$ cat src/rtl/calc_sequencer.sv
// calc_sequencer: accumulator-style command sequencer for the shared 4-bit
// signed calculator datapath. Loads go straight into the accumulator. Ops are
// presented to the datapath for ALU_WAIT cycles and then captured. A datapath
// overflow parks the block in HALT behind a sticky error until clear_err.
//
// Handshake: a command transfers on a rising CLOCK_50 edge where
// cmd_valid & cmd_ready are both 1. cmd_ready is high only in IDLE.
// cmd_load/cmd_op/cmd_operand are sampled only at that edge. The source may
// change them freely afterwards. The source may raise cmd_valid while
// cmd_ready is low. The command then waits, and nothing transfers until
// cmd_ready rises.
module calc_sequencer #(
   parameter int unsigned ALU_WAIT = 1   // settle cycles, legal 1..15
) (
   input  logic       CLOCK_50,
   input  logic       RESET_N,
   input  logic       cmd_valid,
   output logic       cmd_ready,
   input  logic       cmd_load,
   input  logic [2:0] cmd_op,
   input  logic [3:0] cmd_operand,
   input  logic       clear_err,
   output logic [3:0] alu_a,
   output logic [3:0] alu_b,
   output logic [2:0] alu_op,
   input  logic [3:0] alu_r,
   input  logic       alu_ovf,
   output logic [3:0] acc,
   output logic       busy,
   output logic       done,
   output logic       err,
   output logic [7:0] op_count,
   output logic [1:0] state_dbg
);

   typedef enum logic [1:0] {
      ST_IDLE  = 2'd0,
      ST_DRIVE = 2'd1,
      ST_HALT  = 2'd2
   } state_e;

   // Counter preload. The capture happens on the edge where the counter
   // is already zero, so ALU_WAIT-1 gives exactly ALU_WAIT DRIVE cycles.
   localparam logic [3:0] WAIT_INIT = 4'(ALU_WAIT - 1);

   state_e     state_q, state_d;
   logic [3:0] wait_cnt_q, wait_cnt_d;
   logic [3:0] acc_q, acc_d;
   logic [3:0] alu_a_q, alu_a_d;
   logic [3:0] alu_b_q, alu_b_d;
   logic [2:0] alu_op_q, alu_op_d;
   logic       done_q, done_d;
   logic       err_q, err_d;
   logic [7:0] op_count_q, op_count_d;
   logic       accept;

   assign accept = cmd_valid && (state_q == ST_IDLE);

   // Next-state and datapath register updates for the IDLE/DRIVE/HALT sequencer
   always_comb begin
      state_d    = state_q;
      wait_cnt_d = wait_cnt_q;
      acc_d      = acc_q;
      alu_a_d    = alu_a_q;
      alu_b_d    = alu_b_q;
      alu_op_d   = alu_op_q;
      done_d     = 1'b0;
      err_d      = err_q;
      op_count_d = op_count_q;

      case (state_q)
         ST_IDLE: begin
            if (accept) begin
               if (cmd_load) begin
                  // Loads complete in the accept cycle and stay in IDLE
                  acc_d      = cmd_operand;
                  op_count_d = op_count_q + 8'd1;
                  done_d     = 1'b1;
               end else begin
                  alu_a_d    = acc_q;
                  alu_b_d    = cmd_operand;
                  alu_op_d   = cmd_op;
                  wait_cnt_d = WAIT_INIT;
                  state_d    = ST_DRIVE;
               end
            end
         end

         ST_DRIVE: begin
            if (wait_cnt_q != 4'd0) begin
               wait_cnt_d = wait_cnt_q - 4'd1;
            end else if (!alu_ovf) begin
               acc_d      = alu_r;
               op_count_d = op_count_q + 8'd1;
               done_d     = 1'b1;
               state_d    = ST_IDLE;
            end else begin
               // Faulting command stays visible on alu_* while halted
               err_d   = 1'b1;
               state_d = ST_HALT;
            end
         end

         ST_HALT: begin
            if (clear_err) begin
               err_d   = 1'b0;
               state_d = ST_IDLE;
            end
         end

         default: begin
            state_d = ST_IDLE;
         end
      endcase
   end

   // State and register bank, asynchronously cleared by RESET_N
   always_ff @(posedge CLOCK_50 or negedge RESET_N) begin
      if (!RESET_N) begin
         state_q    <= ST_IDLE;
         wait_cnt_q <= 4'd0;
         acc_q      <= 4'd0;
         alu_a_q    <= 4'd0;
         alu_b_q    <= 4'd0;
         alu_op_q   <= 3'd0;
         done_q     <= 1'b0;
         err_q      <= 1'b0;
         op_count_q <= 8'd0;
      end else begin
         state_q    <= state_d;
         wait_cnt_q <= wait_cnt_d;
         acc_q      <= acc_d;
         alu_a_q    <= alu_a_d;
         alu_b_q    <= alu_b_d;
         alu_op_q   <= alu_op_d;
         done_q     <= done_d;
         err_q      <= err_d;
         op_count_q <= op_count_d;
      end
   end

   assign cmd_ready = (state_q == ST_IDLE);
   assign busy      = (state_q == ST_DRIVE);
   assign alu_a     = alu_a_q;
   assign alu_b     = alu_b_q;
   assign alu_op    = alu_op_q;
   assign acc       = acc_q;
   assign done      = done_q;
   assign err       = err_q;
   assign op_count  = op_count_q;
   assign state_dbg = state_q;

endmodule

$ cat config.mk
export PLATFORM = sky130hd
export DESIGN_NAME = calc_sequencer
export DESIGN_NICKNAME = d
export VERILOG_FILES = /design/src/rtl/calc_sequencer.sv
export SDC_FILE = /design/constraint.sdc
export NUM_CORES = 1
export LEC_CHECK = 0
export ABC_AREA = 0
export ABC_CLOCK_PERIOD_IN_PS = 1800
export CORE_AREA = 2 2 60 62
export CTS_CLUSTER_SIZE = 30
export DETAILED_ROUTE_END_ITERATION = 8
export DIE_AREA = 0 0 62 64
export PLACE_DENSITY = 0.75
export SYNTH_ARGS = -nofsm -noshare
export SYNTH_HDL_FRONTEND = slang
export SYNTH_SLANG_ARGS = --single-unit
$ cat constraint.sdc
create_clock -name CLOCK_50 -period 1.8 [get_ports CLOCK_50]
set_input_delay 0.36 -clock CLOCK_50 [delete_from_list [all_inputs] [get_ports CLOCK_50]]
set_output_delay 0.36 -clock CLOCK_50 [all_outputs]
set_load 0.01 [all_outputs]
After elaboration in Yosys (flattened, before gate mapping)
Cells that the tools add are included.
Widths: inputs -> output; s select.
{"block": "word_totals", "register_bits": 31, "in_bits": 17, "output_inout_bits": 29, "wordCells": 61}
{"block": "op_classes", "add_sub_neg": 2, "eq_ne": 10, "n_mux": 29, "bitwise": 1, "n_reduce_logical": 10}
{"cell": "$mux 8", "n": 4}
{"cell": "$mux 4", "n": 7}
{"cell": "$pmux 4 s2", "n": 2}
{"cell": "$pmux 8 s2", "n": 1}
{"cell": "$reduce_and 4->1", "n": 3}
{"cell": "$mux 2", "n": 5}
{"cell": "$ne 2x2->1 const B", "n": 5}
{"cell": "$add 8x1->8 const B", "n": 1}
{"cell": "$mux 1", "n": 7}
{"cell": "$ne 2x1->1 const B", "n": 3}
{"cell": "$pmux 2 s3", "n": 1}
{"cell": "$reduce_and 5->1", "n": 1}
{"cell": "$pmux 1 s2", "n": 2}
{"cell": "$reduce_bool 2->1", "n": 2}
{"cell": "$reduce_bool 4->1", "n": 1}
{"cell": "$sub 4x1->4 const B", "n": 1}
{"cell": "$reduce_and 3->1", "n": 1}
{"cell": "$eq 2x1->1 const B", "n": 1}
{"cell": "$eq 2x2->1 const B", "n": 1}
{"cell": "$logic_not 2->1", "n": 1}
{"cell": "$logic_and 1x1->1", "n": 1}
{"cell": "$not 1->1", "n": 1}

Depth between registers and ports, before layout
Gate-level depths: netlist (run 1).
{"block": "depth", "depth_word": 4, "mapped_depth": 7, "mapped_depth_nobuf": 6}

Worst setup path after synthesis (run 1)
No wires, ideal clock.
{"block": "synth_path", "path_type": "register to register", "startpoint": "register state_q[1], in the netlist state_dbg[1]", "endpoint": "register alu_b_q[1], in the netlist alu_b[1]", "setup_ns": 0.125, "t_arrival_ns": 1.428, "required_time_ns": 1.675, "path_slack_ns": 0.247, "stages_incl_launch_ff": 4, "n_path_buf": 1, "period_less_slack_ns": 1.553, "path_cell_list": "dfrtp_1 > nor4b_4 > buf_4 > mux2_2"}
{"block": "synth_via", "elab_chain_cells": 3}
{"element": "start: declaration", "line": "46", "text": "state_e state_q, state_d;"}
{"element": "start signal: assignment", "line": "130", "text": "state_q <= state_d;"}
{"element": "$logic_not 2->1 (*)", "line": "57, 71"}
{"element": "$logic_and 1x1->1", "line": "57", "text": "assign accept = cmd_valid && (state_q == ST_IDLE);"}
{"element": "$reduce_and 3->1 (no source line) (*)"}
{"element": "end signal: assignment", "line": "134", "text": "alu_b_q <= alu_b_d;"}
{"element": "end: declaration", "line": "50", "text": "logic [3:0] alu_b_q, alu_b_d;"}
Every way passes the cells marked *; elsewhere a longest branch is shown, timed or not.
A chain may end at the register's enable or synchronous reset.

Final worst setup path (run 1)
{"block": "layout_path", "startpoint": "register state_q[0], in the netlist state_dbg[0]", "endpoint": "output port state_dbg[0]"}
{"element": "end: declaration", "line": "33", "text": "output logic [1:0] state_dbg"}
No word-level cell between the ends.

==> reports/results.env, run 1 <==
INSERTION_DELAY_PS=330
SYNTH_SEQ_CELLS=31
CTS_MADE_BUFFERS=5
SYNTH_CELL_TYPES=31
CORE.ROWCOUNT=21
N_FILL_CELL=260
POST-LAYOUT-TOTAL-POWER_uW=3370
DPL_CELL_AREA_MM2=0.00198
REGTOREGSTARTPOINT='wait_cnt_q[0]'
GLOBAL_ROUTE_USAGE_OVER_ALL_LAYERS=0.183
YS_DOMINANT_REG_CELL='sky130_fd_sc_hd__dfrtp_1'
ARRIVAL_PS=1360
RSZ_0062_RAISED_AFTER_GLOBAL_ROUTING='false'
NUMBER_OF_BUFFERS_INSERTED_TO_REPAIR_SETUP_AFTER_CTS=0
POWERDENSITY_mW_PER_MM2=1620
CELL_COUNT_ALONG_THE_CRITICAL_PATH=1
LAYOUT_CELL_SHARE_WITH_DRIVE_STRENGTH_BEYOND_1=0.230
TIMING.MAX_SLEW.REL_SLACK=0.747
SYNTH_EDF_COUNT=0
NUM_IO_PINS=46
CTS_SINKS=31
TIMING.FINAL.CRIT_SHARE=0.954
CTS_TREE='built'
AVGSYNTHCELLAREA_UM2=12.3
SYNTHTOLAYOUTAREAGROWTH_PCT=46.2
POST_DR_VIAS_CELL=4.83
CTSHTREEMAXLEVEL=2
START_UTIL=0.433
POST_SYNTH_INSTANCE_AREA_MM2=0.00142
PORT_BUFFERS=45
GRT_MOST_USED_LAYER='met2'
POST_SYNTH_INST_COUNT=116
AREA_ENCLOSED_BY_THE_DIE_BOUNDARY_MM2=0.00397
NUM_ANTENNA_CELLS=0
FF_LATCH_AREA_UM2=777
TIMING.RR.END='wait_cnt_q[2]'
PERIOD_MINUS_SLACK_PS=1720
M2_GR_USAGE=0.268
RUN_STATUS='finished clean'
VDD_IR_DROP_MAX_mV=0.885
GRT.MET3_USAGE=0.0547
CTS_HOLD_BUFFERS=0
GRT_REMAINING_OVERFLOW=0
DRT_FIRST_PASS_ITERS=4
CP_TOP_FAMILY='buffers and inverters'
WORST-R2R-CELL-COUNT=6
CRITICALPATHCATEGORY='reg -> out'
WORSTPATHMAXFANOUT=9
YOSYS_WARNINGS=0
WORSTPATHBUFFERINVERTERCOUNT=1
USE_MET1=0.240
LAYOUT_COMMON_CELLS='sky130_fd_sc_hd__clkdlybuf4s50_1 (43), sky130_fd_sc_hd__dfrtp_1 (30), sky130_fd_sc_hd__mux2_2 (12)'
PATH_CLK_SLEW_PS=100
DIE_H_UM=64
SYNTHARSTFLOPSHARE=1.00
TIMING.CRITICAL_PATH.TO_TYPE='output port'
GRT_MAX_DEGREE=32
CP_SLOWEST_STAGE_DELAY_PS=570
CRITICAL_PATH.SLOWEST_CELL='sky130_fd_sc_hd__clkdlybuf4s50_1'
ACHIEVABLE_FREQUENCY_MHz=582
GRT_FIRST_PASS_WIRELENGTH_UM=5280
LAYOUT_COMMONEST_CELL='sky130_fd_sc_hd__clkdlybuf4s50_1'
CP_CELL_INSTANCES='clkdlybuf4s50_1'
SETUP_VIOL=0
DETAIL_ROUTE.ITER0.VIOLATIONS=18
CRITICAL_PATH.ENDPOINT='state_dbg[0]'
HOLD_REMOVAL_PATH_CLASS='in -> async'
WORST_EP_REQUIRED_TIME_PS=1440
MAX_CAP_VIOLS=0
REPORT.FINAL.SLEW_VIOL_COUNT=0
P_LEAK_uW=0.000944
SYNTH_FP_NETS=136
MULTIINPUTGATEAREA_UM2=612
CORE-AREA_MM2=0.00328
DRTANTENNAVIOLNETS=0
CLK_ROOT_BUFFER_CELL='sky130_fd_sc_hd__clkbuf_4'
FINAL_AREA_MM2=0.00208
FINISH.NET_COUNT=193
R2R_SLACK_PS=110
DETAIL_ROUTE.WIRELENGTH_UM=2990
WORST-SLEW-PIN-TRANSITION_PS=380
CRITPATHLAUNCH='state_dbg[0]'
DR_TOTAL_VIAS=1063
WORST_SETUP_PATH_START_KIND='flip-flop'
HOLD_VIOL_FINAL=0
AVGROUTEDWIREPERCELL_UM=13.6
CHIPWIDTH_UM=62
HPWL_AFTER_DETAILED_PLACEMENT_UM=2180
DRC_ERRORS=0
YS_SEQ_AREA_FRAC=0.545
GP_CONGESTION=0.812
FIN_SKEW_PS=11.3
INITIAL_ANTENNA_VIOLATION_COUNT=0
CTS_MAX_PATH_BUFFERS=2
FIRST_GLOBAL_VIAS=1127
==> routing by layer <==
layer,vias to the layer above,wire length (um)
met3,4,136
met1,522,1270
met5,-,0
met4,0,65
met2,25,1520
li1,512,-
==> area by class of cell <==
class	count	share of cell area
Tap cell	46	0.0277
Timing Repair Buffer	53	0.250
Clock buffer	6	0.0247
Sequential cell	31	0.374
Inverter	7	0.0126
Clock inverter	2	0.0168
Multi-Input combinational cell	75	0.294
==> metrics by stage <==
stage	setup TNS, ps	hold slack [ps]	setup WS, ps	cells	utilization
after CTS	0	413	68.1	220	0.629
after detailed placement	-614	477	-56.2	212	0.602
after global placement	-100	465	-9.80	212	0.602
after global routing	0	427	5.39	220	0.633
final	0	404	82.5	220	0.633
after floorplan	0	64.4	247	116	-
==> flip-flops by register name (all words and copies together) (netlist names) <==
name / count
state_dbg: 2
done: 1
op_count: 8
alu_op: 3
wait_cnt_q: 4
alu_b: 4
err: 1
alu_a: 4
acc: 4
==> kinds of logic after synthesis <==
| family | share of synthesized area |
|---|---|
| AOI/OAI and AO/OA | 0.0616 |
| buffers and inverters | 0.0369 |
| DFF | 0.545 |
| xor gates and xnor gates | 0.0493 |
| and+or+nand+nor | 0.157 |
| muxes | 0.123 |
| adders and majority gates | 0.0264 |
==> synthesized netlist by cell type (all sizes together), types with 2 or more instances <==
| master | instances | area, um^2 |
|---|---|---|
| dfrtp | 31 | 776 |
| mux2 | 12 | 135 |
| nand2 | 9 | 33.8 |
| inv | 7 | 26.3 |
| nor2 | 7 | 28.8 |
| o21ai | 7 | 35.0 |
| xor2 | 6 | 52.6 |
| mux2i | 4 | 40.0 |
| nand2b | 4 | 25.0 |
| nor3 | 4 | 25.0 |
| buf | 3 | 26.3 |
| ha | 3 | 37.5 |
| a21oi | 2 | 10.0 |
| nand3 | 2 | 10.0 |
| nor3b | 2 | 25.0 |
| xnor2 | 2 | 17.5 |
==> how the worst min path moves through the flow <==
stage / endpoint / slack (ps) / depth (start not counted)
floorplan: acc[0] / 60 / 0
global placement: op_count[7] / 460 / 1
detailed placement: op_count[7] / 480 / 1
CTS: state_dbg[1] / 410 / 2
global route: alu_b[1] / 430 / 2
finish: state_dbg[1] / 400 / 2
==> power by group <==
| group | switching (uW) | leakage (uW) | internal (uW) | total, uW |
|---|---|---|---|---|
| Combinational | 665 | 0.000511 | 906 | 1570 |
| Clock | 241 | 0.0000482 | 328 | 569 |
| Sequential | 238 | 0.000384 | 990 | 1230 |
| Total | 1140 | 0.000944 | 2220 | 3370 |
==> what timing repair did <==
action,CTS,global route
resized for setup,4,2
pin swaps,0,0
endpoints found under the setup margin,3,1
No activity file was read; power rests on OpenSTA's default activity.
==> inputs of run 2 (changes only) <==
==> config.mk (replaced) <==
export PLATFORM = sky130hd
export DESIGN_NAME = calc_sequencer
export DESIGN_NICKNAME = d
export VERILOG_FILES = /design/src/rtl/calc_sequencer.sv
export SDC_FILE = /design/constraint.sdc
export NUM_CORES = 1
export LEC_CHECK = 0
export ABC_AREA = 1
export ABC_CLOCK_PERIOD_IN_PS = 1800
export CORE_AREA = 2 2 63 65
export CTS_CLUSTER_SIZE = 30
export DETAILED_ROUTE_END_ITERATION = 8
export DIE_AREA = 0 0 65 67
export PLACE_DENSITY = 0.73
export SKIP_LAST_GASP = 1
export SYNTH_ARGS = -nofsm -noshare
export SYNTH_HDL_FRONTEND = slang
export SYNTH_SLANG_ARGS = --single-unit
==> run 2 against run 1 <==
Sequential share of layout area shrank 1.5 points. Wire length is 8.5% higher. Final area rose by 4.2%. Sequential cell count unchanged. Synthesized cell count increased by 59%. Combinational power barely moved. Power down 0.34%. Clock skew down 5.0 ps. Utilization down 3.3 points. Area after synthesis grew 10%. First-iteration DRC count rose by 83%. Critical path depth is 1 higher. Highest routed layer unchanged.
==> reports/results.env, run 2 <==
CRITICAL_PATH.SLOWEST_CELL='sky130_fd_sc_hd__clkdlybuf4s50_1'
TIMING.MAX_SLEW.REL_SLACK=0.740
DR_WL_MET2_UM=1500
DETAILROUTE.WIRELENGTH.MET3_UM=174
PORT_BUFFERS=45
INSERTION_DELAY_PS=280
CP_SLOWEST_STAGE_DELAY_PS=530
DR_TOTAL_VIAS=1330
SYNTH.AREA.TOP_CELLS='sky130_fd_sc_hd__dfrtp_1 (50%), sky130_fd_sc_hd__nand2_1 (13%), sky130_fd_sc_hd__nand3_1 (4.8%)'
GP_CONGESTION=0.786
FINISH.NET_COUNT=256
YOSYS_WARNINGS=0
CHIPWIDTH_UM=65
GRT_FIRST_PASS_WIRELENGTH_UM=5500
DRT_FIRST_PASS_ITERS=4
POWERDENSITY_mW_PER_MM2=1550
PERIOD_MINUS_SLACK_PS=1730
SYNTH_FA_HA_AREA_FRAC=0.0240
SYNTH.MUX.AREA_FRACTION=0
WORST-SLEW-PIN-TRANSITION_PS=390
CTS_TREE='built'
SYNTH_SEQ_CELLS=31
START_UTIL=0.434
SYNTH_FP_NETS=205
INITIAL_ANTENNA_VIOLATION_COUNT=0
CTS_MAX_PATH_BUFFERS=2
POST_DR_VIAS_CELL=4.67
FF_LATCH_AREA_UM2=777
COMPOUND_GATE_FRACTION_OF_SYNTH_AREA=0.0616
P_LEAK_uW=0.00105
FRACTION_OF_SYNTHESIZED_CELL_AREA_TAKEN_BY_THE_TOP_AREA_CELL_TYPE=0.496
SYNTHTOLAYOUTAREAGROWTH_PCT=38.4
LAYOUT_CELL_SHARE_WITH_DRIVE_STRENGTH_BEYOND_1=0.135
AVGROUTEDWIREPERCELL_UM=11.4
CORE-AREA_MM2=0.00361
REGTOREGSTARTPOINT='wait_cnt_q[0]'
POST_ROUTE_SETUP_TNS_PS=0
POST_SYNTH_INSTANCE_AREA_MM2=0.00157
VDD_IR_DROP_MAX_mV=0.831
POST_SYNTH_MOST_FREQUENT_CELLS='sky130_fd_sc_hd__nand2_1 (53), sky130_fd_sc_hd__dfrtp_1 (31), sky130_fd_sc_hd__inv_1 (16), sky130_fd_sc_hd__nand3_1 (15), sky130_fd_sc_hd__o21ai_0 (14)'
CLK_ROOT_BUFFER_CELL='sky130_fd_sc_hd__clkbuf_8'
CORE.ROWCOUNT=22
GLOBAL_ROUTE_USAGE_OVER_ALL_LAYERS=0.169
SYNTH_CELL_TYPES=25
FIRST_GLOBAL_VIAS=1276
YS_DOMINANT_REG_CELL='sky130_fd_sc_hd__dfrtp_1'
SYNTH_TOP_FAMILY_BY_AREA='simple AND/OR/NAND/NOR gates'
DETAIL_ROUTE.WIRELENGTH_UM=3250
ROUTE.TOP_LAYER_USED='met4'
CTS_SINKS=31
HOLD_REMOVAL_PATH_CLASS='in -> async'
CTS_MADE_BUFFERS=5
YOSYS.AREA_SHARE.SIMPLE=0.319
HOLD_VIOL_FINAL=0
DIE_H_UM=67
PATH_CLK_SLEW_PS=60
LAYOUT_COMMONEST_CELL='sky130_fd_sc_hd__nand2_1'
WORSTPATHMAXFANOUT=3
NUM_ANTENNA_CELLS=0
AVGSYNTHCELLAREA_UM2=8.46
MAX_CAP_VIOLS=0
HPWL_AFTER_DETAILED_PLACEMENT_UM=2350
DRC_ERRORS=0
SYNTH_EDF_COUNT=0
WORST_EP_REQUIRED_TIME_PS=1440
RSZ_0062_RAISED_AFTER_GLOBAL_ROUTING='false'
FINAL_CORE_UTILIZATION=0.601
DRTANTENNAVIOLNETS=0
FIN_SKEW_PS=6.35
LARGEST_REGISTER_FFS=8
CTS_HOLD_BUFFERS=0
GRT_REMAINING_OVERFLOW=0
SYNTH-XOR-AREA-SHARE=0.0224
MULTIINPUTGATEAREA_UM2=668
LAYOUT_COMMON_CELLS='sky130_fd_sc_hd__nand2_1 (53), sky130_fd_sc_hd__clkdlybuf4s50_1 (43), sky130_fd_sc_hd__dfrtp_1 (30)'
REPORT.FINAL.SLEW_VIOL_COUNT=0
CRITICALPATHCATEGORY='reg -> out'
YS_SEQ_AREA_FRAC=0.496
RUN_STATUS='finished clean'
SYNTH.LARGEST_AREA_CELL='sky130_fd_sc_hd__dfrtp_1'
WORST_SETUP_PATH_START_KIND='flip-flop'
TIMING.CRITICAL_PATH.TO_TYPE='output port'
AREA_ENCLOSED_BY_THE_DIE_BOUNDARY_MM2=0.00436
NUM_IO_PINS=46
DETAIL_ROUTE.WIRELENGTH.MET1_UM=1450
SYNTHARSTFLOPSHARE=1.00
CRITPATHLAUNCH='state_dbg[1]'
MOST_COMMON_CELL_IN_THE_SYNTHESIZED_NETLIST='sky130_fd_sc_hd__nand2_1'
DETAIL_ROUTE.ITER0.VIOLATIONS=33
SETUP_VIOL=0
TIMING.FINAL.CRIT_SHARE=0.958
CTSHTREEMAXLEVEL=2
ARRIVAL_PS=1370
N_FILL_CELL=348
GRT_MAX_DEGREE=32
CP_CELL_INSTANCES='buf_4 > clkdlybuf4s50_1'
POST_SYNTH_INST_COUNT=185
ACHIEVABLE_FREQUENCY_MHz=580
[run 2: cell count changes after synthesis, moves of 4 or more]
cell | before | now
sky130_fd_sc_hd__nand2_1 | 9 | 53
sky130_fd_sc_hd__nand3_1 | 2 | 15
sky130_fd_sc_hd__mux2_2 | 12 | 0
sky130_fd_sc_hd__inv_1 | 6 | 16
sky130_fd_sc_hd__nand2_2 | 0 | 10
sky130_fd_sc_hd__nor2_1 | 6 | 13
sky130_fd_sc_hd__o21ai_0 | 7 | 14
sky130_fd_sc_hd__mux2i_1 | 4 | 0
sky130_fd_sc_hd__nand2b_1 | 4 | 0
sky130_fd_sc_hd__nand3b_1 | 0 | 4
sky130_fd_sc_hd__o21ai_1 | 0 | 4
sky130_fd_sc_hd__xor2_1 | 6 | 2
[run 2: path summary, 6_finish.rpt]
| path | slack (ps) | cells past startpoint | end |
|---|---|---|---|
| worst max-delay path | 70 | 2 | state_dbg[1] |
| worst min-delay path | 470 | 2 | alu_b[1] |
| worst max register to register | 290 | 8 | op_count[7] |
| worst min register to register | 490 | 2 | alu_op[0] |
| max in group asynchronous | 1030 | 2 | state_dbg[0] |
| min in group CLOCK_50 | 490 | 2 | alu_op[0] |
[run 2: logic make-up after synthesis]
family	count (synthesis)
buf+inv	25
fa+ha+maj	3
flops	31
xor+xnor	4
compound gates	19
simple gates	103
[run 2: cell type report]
class                           instances  area share
Clock buffer                            8      0.0462
Inverter                               19      0.0329
Multi-Input combinational cell        129       0.308
Sequential cell                        31       0.359
Tap cell                               48      0.0277
Timing Repair Buffer                   50       0.226
[run 2: timing repair]
item,in CTS,in global routing
endpoints found under the setup margin,1,1
gates cloned,0,0
setup buffers,1,0
gates resized for setup,1,2
[run 2: worst max-delay path, delay by kind of cell (launching register included)]
| family | cells | cell delay (ps) |
|---|---|---|
| flops | 1 | 420 |
| buf+inv | 2 | 670 |
[run 2: power breakdown]
part           total [uW]  leakage [uW]  switching (uW)  internal [uW]
Sequential           1200      0.000396             228            971
Clock                 590     0.0000515             242            348
Combinational        1570      0.000601             790            777
[run 2: stage by stage]
step / instance area, um^2 / total power, uW / cells / hold slack, ps / worst slack, ps
detailed placement: 2060 / 2790 / 276 / 475 / 188
finish: 2170 / 3360 / 285 / 467 / 74.8
global placement: 2060 / 2760 / 276 / 466 / 254
CTS: 2160 / 3400 / 285 / 482 / 8.40
floorplan: 1570 / 2080 / 185 / 64.4 / 498
global route: 2170 / 3620 / 285 / 507 / 23.2
[run 2: per-layer routing]
layer	vias up	global-route usage
met3	10	0.0405
met5	-	0
met1	602	0.201
met4	0	0.114
met2	37	0.271
li1	681	-
